--- src/rtl/decode_fwd_stage.sv ---
// Decode-side operand resolution: bypass-network priority select, late-result
// scoreboard, and a single registered operand stage with valid/ready handshake.
module decode_fwd_stage #(
    parameter int NRP  = 2,
    parameter int NFWD = 4,
    parameter int DW   = 32,
    parameter int AW   = 5
) (
    input  logic              clk,
    input  logic              reset,
    input  logic              in_valid,
    output logic              in_ready,
    input  logic [NRP*AW-1:0] src_id,
    input  logic [NRP-1:0]    src_en,
    input  logic [NRP*DW-1:0] rf_data,
    input  logic [AW-1:0]     dst_id,
    input  logic              dst_en,
    input  logic              dst_late,
    input  logic [NFWD-1:0]   fwd_valid,
    input  logic [NFWD*AW-1:0] fwd_dst,
    input  logic [NFWD-1:0]   fwd_ok,
    input  logic [NFWD*DW-1:0] fwd_data,
    input  logic              sb_clr,
    input  logic [AW-1:0]     sb_clr_id,
    input  logic              flush,
    output logic              out_valid,
    input  logic              out_ready,
    output logic [NRP*DW-1:0] out_val,
    output logic [AW-1:0]     out_dst,
    output logic [15:0]       stall_cnt
);

    localparam int NREG = 1 << AW;

    function automatic logic [15:0] sat_inc16(input logic [15:0] v);
        return (v == 16'hFFFF) ? v : v + 16'd1;
    endfunction

    logic [NREG-1:0]   pend;
    logic [NREG-1:0]   pend_nxt;
    logic [NRP-1:0]    used;
    logic [NRP-1:0]    hit;
    logic [NRP-1:0]    hit_ok;
    logic [DW-1:0]     hit_data [NRP];
    logic [NRP-1:0]    hazard;
    logic [NRP*DW-1:0] opnd;
    logic              stall;
    logic              accept;

    logic              vld_p1;
    logic [NRP*DW-1:0] val_p1;
    logic [AW-1:0]     dst_p1;
    logic [15:0]       cnt;

    // Scanning from oldest to youngest lets the youngest match overwrite,
    // so a younger ready writer shadows any older not-yet-computed one.
    always_comb begin
        opnd   = '0;
        hazard = '0;
        for (int i = 0; i < NRP; i++) begin
            hit[i]      = 1'b0;
            hit_ok[i]   = 1'b0;
            hit_data[i] = '0;
            for (int k = NFWD - 1; k >= 0; k--) begin
                if (fwd_valid[k] && (fwd_dst[k*AW +: AW] == src_id[i*AW +: AW])) begin
                    hit[i]      = 1'b1;
                    hit_ok[i]   = fwd_ok[k];
                    hit_data[i] = fwd_data[k*DW +: DW];
                end
            end
            used[i] = src_en[i] && (src_id[i*AW +: AW] != '0);
            if (used[i]) begin
                opnd[i*DW +: DW] = hit[i] ? hit_data[i] : rf_data[i*DW +: DW];
                hazard[i]        = hit[i] ? !hit_ok[i] : pend[src_id[i*AW +: AW]];
            end
        end
    end

    assign stall    = |hazard;
    assign in_ready = !stall && (!vld_p1 || out_ready);
    assign accept   = in_valid && in_ready && !flush;

    // Clear is applied before set so a same-cycle set of the same id wins.
    always_comb begin
        pend_nxt = pend;
        if (sb_clr) begin
            pend_nxt[sb_clr_id] = 1'b0;
        end
        if (accept && dst_en && dst_late && (dst_id != '0)) begin
            pend_nxt[dst_id] = 1'b1;
        end
        pend_nxt[0] = 1'b0;
    end

    always_ff @(posedge clk or posedge reset) begin
        if (reset) begin
            pend <= '0;
        end else begin
            pend <= pend_nxt;
        end
    end

    // ---- p1: registered operand stage ----
    always_ff @(posedge clk or posedge reset) begin
        if (reset) begin
            vld_p1 <= 1'b0;
            val_p1 <= '0;
            dst_p1 <= '0;
        end else if (flush) begin
            vld_p1 <= 1'b0;
        end else if (accept) begin
            vld_p1 <= 1'b1;
            val_p1 <= opnd;
            dst_p1 <= dst_en ? dst_id : '0;
        end else if (vld_p1 && out_ready) begin
            vld_p1 <= 1'b0;
        end
    end

    always_ff @(posedge clk or posedge reset) begin
        if (reset) begin
            cnt <= '0;
        end else if (in_valid && stall) begin
            cnt <= sat_inc16(cnt);
        end
    end

    assign out_valid = vld_p1;
    assign out_val   = val_p1;
    assign out_dst   = dst_p1;
    assign stall_cnt = cnt;

endmodule

--- config.mk ---
export PLATFORM = sky130hd
export DESIGN_NAME = decode_fwd_stage
export DESIGN_NICKNAME = d
export VERILOG_FILES = /design/src/rtl/decode_fwd_stage.sv
export SDC_FILE = /design/constraint.sdc
export NUM_CORES = 1
export LEC_CHECK = 0
export BUFFER_PORTS_ARGS = -buffer_cell sky130_fd_sc_hd__buf_2
export CAP_MARGIN = 20
export CORE_AREA = 2 2 148 150
export DETAILED_ROUTE_END_ITERATION = 8
export DIE_AREA = 0 0 150 152
export GPL_TIMING_DRIVEN = 0
export HOLD_SLACK_MARGIN = 0.08
export PLACE_DENSITY = 0.72
export SYNTH_ARGS = -nofsm -noshare
export SYNTH_HDL_FRONTEND = slang
export SYNTH_SLANG_ARGS = --single-unit
--- constraint.sdc ---
create_clock -name clk -period 4.8 [get_ports clk]
set_input_delay 0.48 -clock clk [delete_from_list [all_inputs] [get_ports clk]]
set_output_delay 0.48 -clock clk [all_outputs]
set_load 0.02 [all_outputs]
* Yosys cells after proc, flatten, opt, wreduce, memory -nomap -nowiden
Cells that the tools add are included.
** Word-level totals
- Register bits :: 117
- Output and inout bits :: 87
** Cells by class
- Reduce and logical (&&, ||, !) cells :: 33
- Bitwise operators :: 5
- Eq/ne operators :: 9
- Add/subtract/negate cells :: 1
- Mux-type cells :: 46
- Magnitude comparators :: 6
** Operators with widths (count)
- $mux W32 :: 14
- $eq A5 B5 Y1 :: 8
- $and A32 B32 Y32 :: 1
- $not A32 Y32 :: 1
- $or A32 B32 Y32 :: 1
- $mux W1 :: 27
- $lt A5 B6 Y1 const B :: 4
- $logic_and A1 B1 Y1 :: 20
- $add A16 B1 Y16 const B :: 1
- $eq A16 B16 Y1 const B :: 1
- $reduce_bool A5 Y1 :: 3
- $bmux W1 S5 :: 2
- $demux W1 S5 :: 2
- $ge A5 B1 Y1 const B :: 2
- $logic_not A1 Y1 :: 5
- $mux W5 :: 1
- $reduce_and A2 Y1 :: 2
- $reduce_bool A3 Y1 :: 1
- $not A1 Y1 :: 2
- $reduce_or A2 Y1 :: 1
- $logic_or A1 B1 Y1 :: 1

* Depth between registers and ports, before layout
Gate-level depths: netlist (run 1).
- Depth after elaboration :: 18
- Mapped depth :: 12
- Depth with buffers taken out :: 8

* Worst setup path before layout (run 1)
No wires, ideal clock.
- Kind :: input port to flip-flop
- Start point :: input src_id[5]
- End point :: register pend[29]
- Path slack :: 1409 ps
- Stages on the path :: 11
- Data required time :: 4696 ps
- Arrival time :: 3288 ps
- Cell sequence :: clkbuf_1 > buf_2 > mux4_2 > mux2_2 > nand3_1 > nand4_1 > a22o_1 > or4b_1 > buf_4 > buf_4 > o41ai_2
** On the way
- Longest elaborated chain between the ends :: 18
** Ends and longest elaborated chain
- start: declaration :: line 13 : input logic [NRP*AW-1:0] src_id,
- $eq A5 B5 Y1 :: line 65 : if (fwd_valid[k] && (fwd_dst[k*AW +: AW] == src_id[i*AW +: AW])) begin
- $logic_and A1 B1 Y1 :: line 65
- $mux W1 (4 in a row) :: line 65
- $logic_not A1 Y1 :: line 74 : hazard[i] = hit[i] ? !hit_ok[i] : pend[src_id[i*AW +: AW]];
- $mux W1 :: line 74
- $mux W1 (*) :: line 72 : if (used[i]) begin
- $reduce_or A2 Y1 (*) :: line 79 : assign stall = |hazard;
- $logic_not A1 Y1 (*) :: line 80 : assign in_ready = !stall && (!vld_p1 || out_ready);
- $logic_and A1 B1 Y1 (*) :: line 80
- $logic_and A1 B1 Y1 (*) (2 in a row) :: line 81 : assign accept = in_valid && in_ready && !flush;
- $logic_and A1 B1 Y1 (*) (3 in a row) :: line 89 : if (accept && dst_en && dst_late && (dst_id != '0)) begin
- $mux W32 (*) :: line 89
- named net pend_nxt[29] :: line 40 : logic [NREG-1:0] pend_nxt;
- end signal: assignment :: line 99 : pend <= pend_nxt;
- end: declaration :: line 39 : logic [NREG-1:0] pend;
The timed path passes the listed nets; every way through them passes the cells marked *. The select of a mux whose other input is x is not followed.
A chain may end at the register's enable or synchronous reset.

* Final worst setup path (run 1)
- Start point :: input src_id[2]
- End point :: output in_ready
** On the way
- Longest elaborated chain between the ends :: 12
** Ends and longest elaborated chain
- $eq A5 B5 Y1 :: line 65
- $logic_and A1 B1 Y1 :: line 65
- $mux W1 (4 in a row) :: line 65
- $logic_not A1 Y1 :: line 74
- $mux W1 :: line 74
- $mux W1 (*) :: line 72
- $reduce_or A2 Y1 (*) :: line 79
- $logic_not A1 Y1 (*) :: line 80
- $logic_and A1 B1 Y1 (*) :: line 80
- end: declaration :: line 12 : output logic in_ready,
Mark *: on every way between the ends. The rest lies on a longest branch, timed or not. The select of a mux whose other input is x is not followed.

==> results of run 1 <==
## stage by stage
step | hold WS, ns | worst slack (ns) | util | area [um^2] | total power, mW
5_1_grt | 0.268 | 0.519 | 0.516 | 11000 | 3.75
4_1_cts | 0.257 | 0.760 | 0.515 | 11000 | 3.60
3_5_place_dp | 0.487 | 0.501 | 0.488 | 10400 | 2.32
3_3_place_gp | 0.482 | -0.503 | 0.486 | 10400 | 2.30
2_1_floorplan | 0.486 | 1.22 | - | 8390 | 1.87
6_report | 0.268 | 0.801 | 0.517 | 11000 | 3.60
## flip-flops by register name, indices dropped and copies added, names as in the netlist
| name | count |
|---|---|
| out_dst | 5 |
| out_val | 64 |
| out_valid | 1 |
| pend | 31 |
| stall_cnt | 16 |
## cell families (layout without fill, tap and decap cells)
logic type,Yosys count,after routing,share of synthesized area
xor gates and xnor gates,54,54,0.0563
AOI/OAI and AO/OA,308,308,0.274
DFF,117,117,0.349
buffers and inverters,103,462,0.0550
muxes,97,97,0.139
and+or+nand+nor,219,219,0.125
other,0,14,0
adders and majority gates,1,1,0.00149
## cells in the mapped netlist, types with 12 or more instances
cell type    n  area [um^2]
nand4_1     15         93.8
a31oi_1     33          206
o21ai_0     65          325
nand2_1     49          184
xnor2_1     22          193
clkbuf_1    55          206
o31ai_1     23          173
xor2_1      32          280
o211ai_1    34          255
buf_1       12         45.0
a221oi_1    33          289
nand3_1     24          120
mux2_2      69          777
a22oi_1     33          248
mux2i_1     19          190
a211oi_1    34          255
a221o_1     32          320
nor2_1      79          297
inv_1       14         52.6
dfrtp_1    117         2930
buf_2       12         60.1
## power groups by stage
stage               Sequential (mW)  Combinational, mW  Clock (mW)
floorplan                      1.44              0.425           0
global placement               1.27               1.03           0
detailed placement             1.27               1.05           0
CTS                            1.26               1.05        1.30
global route                   1.28               1.12        1.34
finish                         1.26               1.05        1.28
## cell type report
type	count	area (um^2)
inverters	14	57.6
well taps	280	350
fillers	2065	10300
clock buffers	17	425
plain buffers	89	409
repair buffers	328	1670
multi-input cells	679	5000
flip-flops and latches	117	2930
diodes	14	35.0
clock inverters	14	154
## timing repair
action | 4_1_cts | 5_1_grt
buffers inserted | 0 | 0
hold buffers | 1 | 0
endpoints found under the hold margin | 10 | 0
## path summary, 6_finish.rpt
kind,from,to,slack [ns],cells after the start
worst min register to register,stall_cnt[9]$_DFFE_PP0P_,stall_cnt[9]$_DFFE_PP0P_,0.50,1
max in group asynchronous,reset,out_val[37]$_DFFE_PP0P_,3.44,4
worst max-delay path,src_id[2],in_ready,0.80,11
min in group asynchronous,reset,stall_cnt[15]$_DFFE_PP0P_,0.63,3
worst max register to register,pend[31]$_DFF_PP0_,out_val[16]$_DFFE_PP0P_,1.31,9
worst min-delay path,flush,out_valid$_DFFE_PP0P_,0.27,2
## worst max-delay path, delay by kind of cell
kind,cells,cell delay [ns]
AO/OA/AOI/OAI,3,1.04
XOR/XNOR,1,0.19
buffers and inverters,4,0.89
AND/OR/NAND/NOR,3,0.90
## placed cells by master, fill, tap and decap left out, drive strengths merged, types with 24 or more instances in the layout
cell    instances
a31oi          33
xor2           32
a221o          32
nor2           79
clkbuf         72
o211ai         34
nand2          49
o21ai          66
nand3          24
dfrtp         117
buf           361
a22oi          33
mux2           69
a221oi         33
a211oi         34
## per-layer routing
layer	global-route usage	up-vias	part of all wire
met1	0.386	4609	0.39
met2	0.511	569	0.48
met3	0.0721	110	0.092
li1	-	4196	-
met5	0	-	0.00036
met4	0.145	2	0.043
==> flow_metrics.py, run 1 <==
metrics = {
    "routing": {
        "wl_per_cell_um": 23.5,
        "wirelength_um": 36500,
        "num_vias": 9486,
        "drtPass1Iterations": 7,
        "drt_drc_violations_left": 0,
        "ant_nets": 0,
        "drt_iter0_drc": 776,
        "vias_per_cell": 6.11,
    },
    "timing": {
        "finalSetupTns_ns": 0,
        "skew_ns": 0.0110,
        "fmaxAchievable_mhz": 250,
        "drv_slew": 0,
        "post-route-period-util": 0.833,
        "rsz0062_at_grt": "false",
        "period_minus_slack_ns": 4.00,
        "worst_slew_pin_slew_ns": 0.821,
        "setup_viol": 0,
        "max-slew-margin-rel": 0.453,
        "hold_viol": 0,
    },
    "floorplan": {
        "die_w_um": 150,
        "io_pins": 337,
        "rows": 54,
        "dieArea_mm2": 0.0228,
        "dieHeight_um": 152,
        "core-area_mm2": 0.0214,
        "start_util": 0.393,
    },
    "global_route": {
        "grt_overflow_total": 0,
        "grt_max_degree": 77,
        "grt_first_pass_wirelength_um": 54400,
        "antenna_found_initial": 14,
        "grtUsageTotal": 0.312,
        "grt_pass1_vias": 9307,
    },
    "power": {
        "p_seq_frac": 0.351,
        "power.internal_mw": 2.34,
        "power.share.clock": 0.357,
        "p_sw_frac": 0.348,
        "power_density_mw_per_mm2": 326,
        "ir_drop_mv": 0.313,
        "p_leak_nw": 5.04,
        "comb_power_share": 0.292,
        "power_switching_mw": 1.25,
    },
    "worst_setup_path": {
        "worstPathRequired_ns": 4.32,
        "cp_cell_sequence": "buf_2, buf_2, xor2_1, nor4_1, nand3_1, o21a_1, a221oi_1, a22o_1, clkbuf_1, nor2_1, buf_2",
        "worst_setup_path_start_kind": "primary input",
        "crit_top_cell": "buf_2",
        "cpMaxStageDelayCell": "nand3_1",
        "path_max_fanout": 10,
        "worstSetupPathType": "in2out",
        "cp-end-kind": "output pin",
        "critPathMaxStageDelay_ns": 0.45,
        "worstPathArrival_ns": 3.52,
    },
    "clock_network": {
        "clk_latency_ns": 0.43,
        "cts_tree": "yes",
        "cts_made_buffers": 17,
        "cts.htree.levels": 4,
        "cts.repair.resized": 0,
        "clockBufferDepth": 2,
        "clkSlewWorstSetupHoldPaths_ns": 0.06,
        "cts_sinks": 117,
        "clock-root-buffer": "clkbuf_16",
    },
    "yosys": {
        "ys_ff_latch": 117,
        "ys_seq_area_frac": 0.349,
        "synth_area_mm2": 0.00839,
        "netlist_instances": 899,
        "yosys_warnings": 0,
        "synth_edf_count": 0,
        "ys.flop_type": "dfrtp_1",
        "syn_area_per_cell_um2": 9.34,
        "yosysUniqueCellTypes": 48,
        "synth_nets": 1150,
        "synthArstFlopShare": 1.00,
    },
    "min_path": {
        "hold_path_class": "in2reg",
    },
    "placed_design": {
        "dp.cells": 1506,
        "gp_congestion": 0.970,
        "portBuffers": 325,
        "place_hpwl_um": 27600,
    },
    "final_layout": {
        "drive_above_1_share": 0.376,
        "fin_cells": 1552,
        "finalNetCount": 1497,
        "area_growth_pct": 31.5,
    },
    "run": {
        "max_cap_viol_count": 0,
    },
    "outcome": {
        "status": "complete, no violations",
    },
}
Power figures use the tool's default switching activity.
==> run 2, diff against run 1 <==
- ABC_AREA: default -> 1
- CORE_AREA: 2 2 148 150 -> 2 2 156 158
- DIE_AREA: 0 0 150 152 -> 0 0 158 160
- PLACE_DENSITY: 0.72 -> 0.7
- clock period: 4.8 -> 3.7 ns (I/O delays scaled with it)
==> run 2 against run 1 <==
Compared with the run above:
- design area rose by 8.7%
- non-clock buffer count rose by 20
- worst hold slack got worse by 0.095 ns
- flip-flop and latch count did not move
==> flow_metrics.py, run 2 <==
metrics = {
    "clock_network": {
        "clock-root-buffer": "clkbuf_16",
        "cts_tree": "yes",
        "cts.repair.resized": 0,
        "cts_made_buffers": 17,
        "clockBufferDepth": 2,
        "cts-hold-fix-buffers": 1,
        "cts.htree.levels": 4,
        "post_cts_buffers": 0,
        "clkSlewWorstSetupHoldPaths_ns": 0.05,
        "clk_latency_ns": 0.42,
        "cts_sinks": 117,
    },
    "placed_design": {
        "place_hpwl_um": 32900,
        "portBuffers": 334,
        "gp_congestion": 0.975,
    },
    "yosys": {
        "ys.flop_type": "dfrtp_1",
        "yosysUniqueCellTypes": 35,
        "yosysTopAreaCell": "dfrtp_1",
        "synth_top_cell_area_share": 0.316,
        "synthArstFlopShare": 1.00,
        "ys_ff_latch": 117,
        "synth_edf_count": 0,
        "yosys-top-cells-area": "dfrtp_1, nand2_1, o21ai_0",
        "netlist_instances": 1436,
        "synth_nets": 1687,
        "synthTopCellsByCount": "nand2_1, o21ai_0, nand3_1",
        "yosysMostFrequentCell": "nand2_1",
        "yosys_warnings": 0,
        "ys_seq_area_frac": 0.316,
        "synth_area_mm2": 0.00928,
        "syn_area_per_cell_um2": 6.46,
    },
    "timing": {
        "hold_viol": 0,
        "post-route-period-util": 0.765,
        "setup_viol": 0,
        "drv_slew": 0,
        "max-slew-margin-rel": 0.535,
        "finalSetupTns_ns": 0,
        "fmaxAchievable_mhz": 353,
        "skew_ns": 0.0157,
        "holdWs_ns": 0.172,
        "period_minus_slack_ns": 2.83,
        "rsz0062_at_grt": "false",
        "worst_slew_pin_slew_ns": 0.695,
    },
    "floorplan": {
        "core-area_mm2": 0.0238,
        "start_util": 0.389,
        "dieHeight_um": 160,
        "die_w_um": 158,
        "io_pins": 337,
        "dieArea_mm2": 0.0253,
        "rows": 57,
    },
    "min_path": {
        "hold_path_class": "in2reg",
    },
    "final_layout": {
        "drive_above_1_share": 0.243,
        "area_growth_pct": 29.2,
        "layout_commonest_cell": "nand2_1",
        "final_cell_mix": "nand2_1, buf_2, o21ai_0, nand3_1, dfrtp_1",
        "finalNetCount": 2042,
        "nFillCells": 2525,
        "largest_reg_flops": 64,
    },
    "global_route": {
        "grt_overflow_total": 0,
        "grt_max_degree": 80,
        "grtUsageTotal": 0.327,
        "antenna_found_initial": 13,
        "grt_first_pass_wirelength_um": 63600,
        "grt_pass1_vias": 11500,
    },
    "worst_setup_path": {
        "worstPathRequired_ns": 3.99,
        "path_max_fanout": 10,
        "cp-end-kind": "register",
        "worstSetupPathType": "in2reg",
        "critPathMaxStageDelay_ns": 0.43,
        "cpMaxStageDelayCell": "nor2_2",
        "crit_buf_inv": 5,
        "worstPathArrival_ns": 3.11,
        "crit_top_cell": "nand2_1",
        "path_delay_family": "simple AND/OR/NAND/NOR gates",
        "cp_cell_sequence": "buf_2, inv_2, nand2_1, nand2_1, nor2_1, nand3_2, nand2_1, nor2_2, nand3_1, nand3_2, nand3_2, nor2_4, inv_2, buf_6, buf_2, nand2_1, o21ai_1",
        "worst_setup_path_start_kind": "primary input",
    },
    "routing": {
        "drt_iter0_drc": 1076,
        "wirelength_um": 42300,
        "vias_per_cell": 5.62,
        "num_vias": 12000,
        "ant_nets": 0,
        "drtPass1Iterations": 8,
        "drt_drc_violations_left": 0,
        "wl_per_cell_um": 19.8,
    },
    "power": {
        "p_leak_nw": 6.21,
        "ir_drop_mv": 0.323,
        "power_density_mw_per_mm2": 408,
    },
    "outcome": {
        "status": "complete, no violations",
    },
    "run": {
        "max_cap_viol_count": 0,
    },
}
## run 2: path summary, 6_finish.rpt
path / startpoint / to / slack, ns / depth (start not counted)
max reg2reg: stall_cnt[0]$_DFFE_PP0P_ / stall_cnt[1]$_DFFE_PP0P_ / 1.31 / 10
min: flush / out_valid$_DFFE_PP0P_ / 0.17 / 2
min reg2reg: out_val[60]$_DFFE_PP0P_ / out_val[60]$_DFFE_PP0P_ / 0.47 / 2
max in group asynchronous: reset / out_val[21]$_DFFE_PP0P_ / 2.46 / 4
min in group asynchronous: reset / out_dst[0]$_DFFE_PP0P_ / 0.51 / 3
max: src_id[8] / out_val[11]$_DFFE_PP0P_ / 0.87 / 17
## run 2: kinds of logic after synthesis
| logic type | count (synthesis) | synth area share |
|---|---|---|
| buf+inv | 225 | 0.101 |
| fa+ha+maj | 1 | 0.00135 |
| compound gates | 431 | 0.267 |
| flops | 117 | 0.316 |
| simple gates | 647 | 0.302 |
| xor+xnor | 14 | 0.0132 |
| mux | 1 | 0.00108 |
## run 2: layer usage
| layer | global-route usage | up-vias | routed length (um) | share of wire |
|---|---|---|---|---|
| li1 | - | 5652 | - | - |
| met1 | 0.409 | 5513 | 17000 | 0.40 |
| met2 | 0.520 | 711 | 19100 | 0.45 |
| met5 | 0 | - | 26 | 0.00061 |
| met3 | 0.0692 | 149 | 3850 | 0.091 |
| met4 | 0.185 | 4 | 2400 | 0.057 |
## run 2: area by class of cell
class	count	area, um^2	area share
multi-input combinational	1094	5420	0.452
sequential	117	2930	0.244
timing repair buffer	336	1710	0.143
clock buffer	22	484	0.0404
inverter	124	470	0.0392
buffer	101	468	0.0390
tap	324	405	0.0338
clock inverter	8	76.3	0.00637
antenna	13	32.5	0.00271
## run 2: metrics by stage
| step | util | area [um^2] | total power, mW | setup slack [ns] | instances |
|---|---|---|---|---|---|
| after floorplan | - | 9280 | 2.59 | 0.229 | 1436 |
| after global placement | 0.477 | 11400 | 3.24 | -1.26 | 2094 |
| after detailed placement | 0.478 | 11400 | 3.26 | 0.523 | 2095 |
| after CTS | 0.502 | 12000 | 4.89 | 0.917 | 2126 |
| after global routing | 0.503 | 12000 | 5.14 | 0.727 | 2134 |
| final | 0.503 | 12000 | 4.90 | 0.870 | 2139 |
## run 2: report_power, final
group          internal [mW]  leakage (nW)  switching, mW
Combinational          0.531          4.39           1.07
Clock                  0.985         0.270          0.643
Sequential              1.51          1.55          0.160
Total                   3.02          6.21           1.87
==> run 3, diff against run 2 <==
- PLACE_DENSITY: 0.7 -> 0.72
- clock period: 3.7 -> 2.49 ns (I/O delays scaled with it)
==> run 3 against run 2 <==
Compared with the run above:
- the run now ends with DRC left
- power up 52%
- combinational power up 50%
- largest power group is now clock
- non-clock buffer count up 11
- largest cell class unchanged
- design area up 1.9%
- routed wire length up 0.34%
- first-iteration DRC count down 7.2%
- clock skew up 0.00059 ns
- register-to-register slack worse by 1.1 ns
- clock power up 60%
- flip-flop and latch count unchanged
==> flow_metrics.py, run 3 (synthesis results as in run 2) <==
metrics = {
    "floorplan": {
        "start_util": 0.389,
        "rows": 57,
        "core-area_mm2": 0.0238,
        "dieArea_mm2": 0.0253,
        "dieHeight_um": 160,
        "die_w_um": 158,
        "io_pins": 337,
    },
    "outcome": {
        "status": "finished, violations left",
        "violations": "DRC",
    },
    "final_layout": {
        "layout_commonest_cell": "nand2_1",
        "post-route-util": 0.513,
        "drive_above_1_share": 0.256,
        "nFillCells": 2556,
        "area_growth_pct": 31.7,
        "final_cell_mix": "nand2_1, buf_2, o21ai_0, nand3_1, dfrtp_1",
        "largest_reg_flops": 64,
        "finalNetCount": 2053,
    },
    "timing": {
        "worst_slew_pin_slew_ns": 0.923,
        "period_minus_slack_ns": 2.36,
        "setup_viol": 0,
        "max-slew-margin-rel": 0.383,
        "finalSetupTns_ns": 0,
        "drv_slew": 0,
        "skew_ns": 0.0163,
        "hold_viol": 0,
        "post-route-period-util": 0.949,
        "fmaxAchievable_mhz": 423,
    },
    "run": {
        "max_cap_viol_count": 0,
    },
    "power": {
        "p_leak_nw": 6.31,
        "ir_drop_mv": 0.463,
        "power_density_mw_per_mm2": 611,
    },
    "worst_setup_path": {
        "worstPathRequired_ns": 2.84,
        "cp-end-kind": "register",
        "worstSetupPathType": "in2reg",
        "cp_cell_sequence": "buf_2, inv_2, nand2_1, nand2_1, nor2_1, nand3b_4, nand2_1, nor2_4, buf_4, inv_1, clkbuf_1, o21ai_0, a21oi_1, nand2_1, nand2_1",
        "worst_setup_path_start_kind": "primary input",
        "ff2ff_setup_slack_ns": 0.20,
        "crit_top_cell": "nand2_1",
        "critPathMaxStageDelay_ns": 0.46,
        "worstPathArrival_ns": 2.72,
        "cpMaxStageDelayCell": "clkbuf_1",
        "path_max_fanout": 10,
    },
    "clock_network": {
        "cts_sinks": 117,
        "clockBufferDepth": 2,
        "clk_latency_ns": 0.43,
        "cts_made_buffers": 17,
        "cts.htree.levels": 4,
        "clock-root-buffer": "clkbuf_16",
        "cts_tree": "yes",
        "clkSlewWorstSetupHoldPaths_ns": 0.06,
    },
    "routing": {
        "num_vias": 12000,
        "drtPass1Iterations": 9,
        "vias_per_cell": 5.60,
        "wirelength_um": 42500,
        "drt_iter0_drc": 998,
        "drt_drc_violations_left": 1,
        "ant_nets": 0,
        "wl_per_cell_um": 19.8,
    },
    "placed_design": {
        "gp_congestion": 0.968,
        "place_hpwl_um": 32600,
        "portBuffers": 334,
    },
    "global_route": {
        "grt_first_pass_wirelength_um": 64000,
        "grtUsageTotal": 0.328,
        "grt_overflow_total": 0,
        "grt_pass1_vias": 11600,
        "antenna_found_initial": 9,
        "grt_max_degree": 42,
    },
    "min_path": {
        "hold_path_class": "in2reg",
    },
}
[run 3: cell count changes in the layout (fill, tap and decap cells not counted), moves of 3 or more]
| cell | before | now |
|---|---|---|
| buf_2 | 357 | 351 |
| nor2_4 | 2 | 5 |
| clkbuf_1 | 62 | 58 |
| nand3_1 | 123 | 120 |
| buf_4 | 4 | 16 |
| clkinvlp_4 | 3 | 6 |
| inv_6 | 1 | 4 |
| diode_2 | 13 | 8 |
[run 3: per-stage QoR]
step | power [mW] | std cells | hold slack, ns | worst slack (ns) | area, um^2
floorplan | 3.85 | 1436 | 0.357 | 0.419 | 9280
global placement | 4.80 | 2094 | 0.451 | -0.612 | 11400
detailed placement | 4.83 | 2096 | 0.457 | -0.602 | 11400
CTS | 7.44 | 2135 | 0.0887 | 0.00276 | 12100
global route | 7.81 | 2144 | 0.122 | -0.00923 | 12200
finish | 7.46 | 2147 | 0.106 | 0.127 | 12200
[run 3: final cells by class]
type	count	area, um^2	share of cell area
Antenna cell	8	20.0	0.00164
Buffer	100	487	0.0398
Clock buffer	19	453	0.0371
Clock inverter	13	146	0.0120
Inverter	124	469	0.0384
Multi-Input combinational cell	1094	5500	0.450
Sequential cell	117	2930	0.240
Tap cell	324	405	0.0332
Timing Repair Buffer	348	1810	0.148
[run 3: repair_timing]
item,in CTS,in global routing
hold endpoints to repair,36,0
hold buffers,2,0
buffers inserted,6,4
resized for setup,3,29
pin swaps,4,7
endpoints found under the setup margin,76,101
[run 3: worst paths after layout]
check	startpoint	endpoint	depth (start not counted)
max in group asynchronous	reset	out_val[16]$_DFFE_PP0P_	4
worst max register to register	stall_cnt[0]$_DFFE_PP0P_	stall_cnt[1]$_DFFE_PP0P_	10
worst min-delay path	dst_id[0]	out_dst[0]$_DFFE_PP0P_	3
worst max-delay path	src_id[8]	out_val[50]$_DFFE_PP0P_	15
min in group asynchronous	reset	out_val[55]$_DFFE_PP0P_	3
worst min register to register	out_val[40]$_DFFE_PP0P_	out_val[40]$_DFFE_PP0P_	2
[run 3: layer usage]
metal	track usage	wire (um)
met2	0.528	19700
met4	0.186	2210
met5	0	40
met3	0.0676	3470
met1	0.406	17100
[run 3: report_power, final]
part,internal [mW],switching [mW]
Clock,1.54,1.06
Combinational,0.810,1.59
Sequential,2.24,0.223
Total,4.59,2.87
[run 3: critical path: cells and delay by family]
| kind | cells | cell delay (ns) |
|---|---|---|
| compound gates | 2 | 0.42 |
| buf+inv | 5 | 1.06 |
| simple gates | 8 | 0.96 |
